--- config.mk ---
export PLATFORM = sky130hd
export DESIGN_NAME = sb_drain_unit
export DESIGN_NICKNAME = d
export VERILOG_FILES = /design/src/rtl/sb_drain_unit_pkg.sv /design/src/rtl/sb_drain_unit.sv
export SDC_FILE = /design/constraint.sdc
export NUM_CORES = 1
export LEC_CHECK = 0
export BUFFER_PORTS_ARGS = -buffer_cell sky130_fd_sc_hd__clkbuf_2
export CAP_MARGIN = 20
export CELL_PAD_IN_SITES_DETAIL_PLACEMENT = 1
export CELL_PAD_IN_SITES_GLOBAL_PLACEMENT = 2
export CORE_ASPECT_RATIO = 0.9
export CORE_UTILIZATION = 26
export CTS_BUF_LIST = sky130_fd_sc_hd__clkbuf_8 sky130_fd_sc_hd__clkbuf_16
export DETAILED_ROUTE_END_ITERATION = 12
export PLACE_DENSITY = 0.76
export RECOVER_POWER = 100
export SLEW_MARGIN = 10
export SYNTH_ARGS = -nofsm -noshare
export SYNTH_HDL_FRONTEND = slang
export SYNTH_SLANG_ARGS = --single-unit
--- constraint.sdc ---
create_clock -name clk -period 2.17 [get_ports clk]
set_input_delay 0.217 -clock clk [delete_from_list [all_inputs] [get_ports clk]]
set_output_delay 0.217 -clock clk [all_outputs]
set_load 0.01 [all_outputs]
--- src/rtl/sb_drain_unit_pkg.sv ---
// Shared types for the store-buffer drain path: the entry layout handed over by the
// store buffer and the drain FSM state encoding.
package sb_drain_unit_pkg;

  localparam int SB_ADDR_W = 32;
  localparam int SB_DATA_W = 32;

  typedef struct packed {
    logic [SB_ADDR_W-1:0]   addr;
    logic [SB_DATA_W-1:0]   data;
    logic [SB_DATA_W/8-1:0] wstrb;
    logic                   valid;
    logic                   commit;
    logic                   complete;
  } sb_entry_t;

  typedef enum logic [1:0] {
    IDLE = 2'd0,
    REQ  = 2'd1,
    RESP = 2'd2
  } drain_state_e;

endpackage

--- src/rtl/sb_drain_unit.sv ---
// Drains committed store-buffer entries onto the D-cache write port, one store in flight,
// with bounded re-issue on cache retry responses.
module sb_drain_unit
  import sb_drain_unit_pkg::*;
#(
  parameter int ADDR_W    = 32,
  parameter int DATA_W    = 32,
  parameter int MAX_RETRY = 3
) (
  input  logic                clk,
  input  logic                rst_n,
  input  logic                sb_entry_valid,
  output logic                sb_entry_ready,
  input  logic [ADDR_W-1:0]   sb_entry_addr,
  input  logic [DATA_W-1:0]   sb_entry_data,
  input  logic [DATA_W/8-1:0] sb_entry_wstrb,
  output logic                wr_req_valid_o,
  input  logic                wr_req_ready_i,
  output logic [ADDR_W-1:0]   wr_addr_o,
  output logic [DATA_W-1:0]   wr_data_o,
  output logic [DATA_W/8-1:0] wr_strb_o,
  input  logic                wr_resp_valid_i,
  input  logic                wr_resp_retry_i,
  output logic                busy_o,
  output logic                err_o,
  output logic [15:0]         done_cnt_o
);

  localparam int STRB_W = DATA_W / 8;
  localparam int RCNT_W = (MAX_RETRY > 0) ? $clog2(MAX_RETRY + 1) : 1;

  drain_state_e        state, state_nxt;
  logic [ADDR_W-1:0]   hold_addr;
  logic [DATA_W-1:0]   hold_data;
  logic [STRB_W-1:0]   hold_strb;
  logic [RCNT_W-1:0]   retry_cnt, retry_nxt;
  logic [15:0]         done_cnt;
  logic                err_q, err_nxt;
  logic                capture;
  logic [1:0]          done_inc;
  logic                accept, entry_empty, resp_ok, resp_retry;

  assign accept      = sb_entry_valid & sb_entry_ready;
  assign entry_empty = (sb_entry_wstrb == '0);
  assign resp_ok     = wr_resp_valid_i & ~wr_resp_retry_i;
  assign resp_retry  = wr_resp_valid_i & wr_resp_retry_i;

  // In RESP the receiver opens only on a clean response so the next store can follow immediately.
  always_comb begin
    sb_entry_ready = 1'b0;
    case (state)
      IDLE:    sb_entry_ready = 1'b1;
      RESP:    sb_entry_ready = resp_ok;
      default: sb_entry_ready = 1'b0;
    endcase
  end

  always_comb begin
    state_nxt = state;
    retry_nxt = retry_cnt;
    capture   = 1'b0;
    done_inc  = 2'd0;
    err_nxt   = 1'b0;
    case (state)
      IDLE: begin
        if (accept) begin
          if (entry_empty) begin
            done_inc = 2'd1;
          end else begin
            capture   = 1'b1;
            retry_nxt = '0;
            state_nxt = REQ;
          end
        end
      end
      REQ: begin
        if (wr_req_ready_i) state_nxt = RESP;
      end
      RESP: begin
        if (resp_ok) begin
          done_inc  = 2'd1;
          state_nxt = IDLE;
          if (accept) begin
            if (entry_empty) begin
              done_inc = 2'd2;
            end else begin
              capture   = 1'b1;
              retry_nxt = '0;
              state_nxt = REQ;
            end
          end
        end else if (resp_retry) begin
          if (retry_cnt == RCNT_W'(MAX_RETRY)) begin
            err_nxt   = 1'b1;
            done_inc  = 2'd1;
            state_nxt = IDLE;
          end else begin
            retry_nxt = retry_cnt + RCNT_W'(1);
            state_nxt = REQ;
          end
        end
      end
      default: state_nxt = IDLE;
    endcase
  end

  always_ff @(posedge clk or negedge rst_n) begin
    if (!rst_n) begin
      state     <= IDLE;
      hold_addr <= '0;
      hold_data <= '0;
      hold_strb <= '0;
      retry_cnt <= '0;
      done_cnt  <= '0;
      err_q     <= 1'b0;
    end else begin
      state     <= state_nxt;
      retry_cnt <= retry_nxt;
      done_cnt  <= done_cnt + 16'(done_inc);
      err_q     <= err_nxt;
      if (capture) begin
        hold_addr <= sb_entry_addr & ~ADDR_W'(3);
        hold_data <= sb_entry_data;
        hold_strb <= sb_entry_wstrb;
      end
    end
  end

  assign wr_req_valid_o = (state == REQ);
  assign busy_o         = (state != IDLE);
  assign wr_addr_o      = hold_addr;
  assign wr_data_o      = hold_data;
  assign wr_strb_o      = hold_strb;
  assign err_o          = err_q;
  assign done_cnt_o     = done_cnt;

endmodule

* After elaboration in Yosys (flattened, before gate mapping)
Index checks and enable logic that the tools add are counted.
Word-level totals: bits in registers 87, input port bits 74, output and inout bits 88, word-level logic and storage cells 59
Cells by class: add/subtract/negate cells 2, equal/unequal tests 8, muxes and demuxes 32, bitwise gates (word level) 4, reductions and logical operators 6
Operator list (number):
- 2-bit two-way mux | 13
- 16-bit by 2-bit adder with 16-bit output | 1
- 1-bit two-way mux | 14
- 2-bit case mux with 2 select lines | 2
- 3-bit != test, second input constant | 2
- 2-bit case mux with 3 select lines | 1
- 2-bit equality test, second input constant | 2
- 4-bit logical NOT | 1
- 2-bit != test, second input constant | 2
- 1-bit case mux with 2 select lines | 2
- 4-bit AND reduction | 1
- 2-bit nonzero test | 2
- 1-bit AND | 3
- 3-bit AND reduction | 1
- 2-bit by 1-bit adder with 2-bit output, second input constant | 1
- 2-bit by 1-bit equality test with 1-bit output, second input constant | 1
- 2-bit logical NOT | 1
- 2-bit by 1-bit != test with 1-bit output, second input constant | 1
- 1-bit inverter | 1

* Logic depth before layout (Yosys ltp)
word-level depth 8, mapped depth 10, mapped depth without buffers 10

* Least setup slack after synthesis
OpenSTA, ideal clock, no wires.
kind register to register, from register state[1], to register done_cnt[10], in the netlist done_cnt_o[10], library setup time 0.079 ns, data arrival time 2.200 ns, data required time 2.091 ns, path slack -0.110 ns, cell stages (with the launch flop) 10, path buffers 1, clock period less this slack 2.280 ns, path through dfrtp_1 clkbuf_1 or2_2 o21ai_0 ha_1 inv_1 fa_1 nor2_1 and3_1 xor2_1
On the way: word-level cells in the longest chain between the ends 7, elaborated cells between the ends (all ways) 9, those cells by class add/sub (1); eq/ne (1); mux (5); bitwise (1); reduce/logical (1)
Ends and longest elaborated chain:
- start: declaration | line sb_drain_unit.sv:32 | drain_state_e state, state_nxt;
- start signal: assignment | line sb_drain_unit.sv:117 | state <= state_nxt;
- 2-bit equality test or 2-bit logical NOT (tied branches) | line sb_drain_unit.sv:51, sb_drain_unit.sv:64
- 1-bit case mux with 2 select lines | line sb_drain_unit.sv:51 | case (state)
- 1-bit AND | line sb_drain_unit.sv:43 | assign accept = sb_entry_valid & sb_entry_ready;
- 2-bit two-way mux | line sb_drain_unit.sv:83 | if (accept) begin
- 2-bit two-way mux | line sb_drain_unit.sv:80 | if (resp_ok) begin
- 2-bit case mux with 2 select lines (*) | line sb_drain_unit.sv:64 | case (state)
- 16-bit by 2-bit adder with 16-bit output (*) | line sb_drain_unit.sv:119 | done_cnt <= done_cnt + 16'(done_inc);
- end signal: assignment | line sb_drain_unit.sv:119
- end: declaration | line sb_drain_unit.sv:37 | logic [15:0] done_cnt;
Mark *: on every way between the ends. The rest lies on a longest branch, timed or not. A chain may end at the register's enable or synchronous reset.

* Worst setup path after layout
from register state[1], to register done_cnt[8], in the netlist done_cnt_o[8]
Same word-level chain as after synthesis.

==> qor.yml <==
placedCellCount: 561
num-fill-cells: 1424
design.die.area_um2: 13800
tightest_slew_ns: 0.666
stdcell_count: 579
syn2layout_area_growth_pct: 41.3
gp_congestion: 0.681
final_area_um2: 4910
rsz0062_at_grt: "yes"
fp-row-count: 39
peakVddDrop_v: 0.000630
worstHoldStart: "sb_entry_addr[13]"
synthCells: 238
ys_warn_count: 0
yosysSeqAreaShare_pct: 62.6
status: "complete, no violations"
drt_iter0_drc: 70
dieWidth_um: 124
slew_violations: 0
hold_class: "in2reg"
top_level_ports: 162
grt_max_degree: 50
synth_top_cell_area_share_pct: 62.6
cts_sinks: 87
drc: 0
crit_type: "reg2reg"
cp-start-kind: "flop"
synth.largest_area_cell: "dfrtp_1"
crit_chain: "or2_2 -> o21ai_1 -> ha_2 -> inv_2 -> fa_2 -> nor2_4 -> and3_4 -> xor2_1"
antennaDiodeCount: 0
cp_top_family: "simple AND/OR/NAND/NOR gates"
finalSetupViolCount: 0
antenna_found_initial: 0
num_vias: 2562
final_nets: 490
max_cap_violations: 0
startpoint: "state[1]"
insertion_delay_ns: 0.34
synthTopCellsByArea: "dfrtp_1, mux2_2, mux2_1"
netlist_area_um2: 3480
grt_use_total_pct: 13.5
clock_skew_ns: 0.00390
clk_pin_slew_ns: 0.06
slew_headroom_pct: 55.6
crit_buf_inv: 1
core_area_um2: 12900
finalPower_uw: 6650
post-route-period-util_pct: 98.7
io_buffer_count: 157
start_util_pct: 27.0
crit_path_top_delay_cell: "dfrtp_1"
wl_per_cell_um: 14.9
ys.flop_type: "dfrtp_1"
routed_wl_mm: 8.60
path_max_fanout: 5
synthArstFlopShare_pct: 100
cts_buffers: 9
critPathCaptureType: "flop"
clockBufferDepth: 2
avgSynthCellArea_um2: 14.6
dpl_cell_area_um2: 4550
ys_ff_latch: 87
drive_gt1_share_pct: 59.3
place_hpwl_mm: 6.44
die_y_um: 112
vias_per_cell: 4.42
htree_levels: 3
crit_arrival_ns: 2.41
grt_overflow: 0
final_hold_viol_count: 0
fin_util_pct: 38.1
slowest_delay_ns: 0.42
crit_required_ns: 2.43
grt_pass1_vias: 2870
period_needed_ns: 2.14
synth_cell_types: 33
whs_ns: 0.0849
pwr_density_cell_nw_per_um2: 1350
synth_common_cells: "dfrtp_1, mux2_2, mux2_1"
power.leakage_uw: 0.00247
r2r_start: "state[1]"
root_buffer: "clkbuf_16"
synth_edf_count: 0
tritoncts: "yes"
yosysMostFrequentCell: "dfrtp_1"
grt_first_pass_wirelength_mm: 14.1
max_freq_mhz: 467
firstDrtPassIters: 4
ant_nets: 0
[sequential cells by signal, summed over array words and instances (netlist names)]
| name | flops |
|---|---|
| wr_addr_o | 30 |
| err_o | 1 |
| retry_cnt | 2 |
| wr_strb_o | 4 |
| state | 2 |
| wr_data_o | 32 |
| done_cnt_o | 16 |
[kinds of logic (layout without fill, tap and decap cells)]
group                    Yosys count  after routing  share of synthesized area [%]
flip-flops                        87             87                           62.6
multiplexers                      64             64                           20.7
AND/OR/NAND/NOR                   36             36                           5.76
buffers and inverters             17            193                           2.73
AO/OA/AOI/OAI                     15             15                           2.88
XOR/XNOR                          14             14                           3.53
adder cells (fa/ha/maj)            4              4                           1.66
other                              1              2                          0.108
[layout make-up]
type                            instances  area, um^2  share of cell area [%]
Sequential cell                        87        2180                    44.3
Multi-Input combinational cell        135        1260                    25.7
Timing Repair Buffer                  173         961                    19.6
Clock buffer                           10         239                    4.86
Tap cell                              164         205                    4.18
Clock inverter                          4        47.5                   0.968
Inverter                                6        22.5                   0.458
[cells in the final DEF (no fill, tap or decap), types with 2 or more instances in the layout]
master     instances
nand4_1            3
buf_4             12
xnor2_1            8
mux2_2            48
and3_1             4
o21ai_0            2
nand2_1            7
nand3_1            2
a21oi_1            5
nor3b_1            2
inv_1              5
and3_4             2
clkinv_2           2
clkbuf_16          9
mux2_1            16
conb_1             2
nand2b_1           3
nor2_1             4
o22ai_1            2
buf_12             4
xor2_1             6
a32o_1             2
clkbuf_2         156
dfrtp_1           87
[power breakdown]
| group | switching [uW] | internal [uW] |
|---|---|---|
| clock | 610 | 906 |
| sequential | 388 | 2320 |
| combinational | 1160 | 1270 |
[per-layer routing]
metal	track usage, %	vias up	part of all wire (%)	wire (um)
li1	-	1165	-	-
met1	15.1	1297	40	3440
met2	22.4	86	51	4350
met3	4.92	14	7.2	621
met4	6.27	0	2.2	188
met5	0	-	0	0
[final timing paths]
check / to / slack (ns) / cells past startpoint
worst max-delay path: done_cnt_o[8] / 0.03 / 8
worst min-delay path: wr_addr_o[13] / 0.08 / 2
worst max register to register: done_cnt_o[8] / 0.03 / 8
worst min register to register: done_cnt_o[15] / 0.48 / 1
max in group asynchronous: wr_strb_o[2] / 1.04 / 3
min in group asynchronous: wr_addr_o[24] / 0.45 / 2
[metrics by stage]
step | worst slack, ns | TNS, ns
detailed placement | -0.182 | -1.44
finish | 0.0287 | 0
global placement | -0.115 | -0.819
floorplan | 0.0525 | 0
CTS | 0.0191 | 0
global route | -0.0998 | -0.391
[timing repair]
item / in CTS / in global routing
setup buffers: 0 / 3
hold buffers: 1 / 0
endpoints found under the hold margin: 48 / 0
gates resized for setup: 1 / 10
pin swaps: 0 / 2
setup endpoints to repair: 3 / 11
Power figures use the tool's default switching activity.
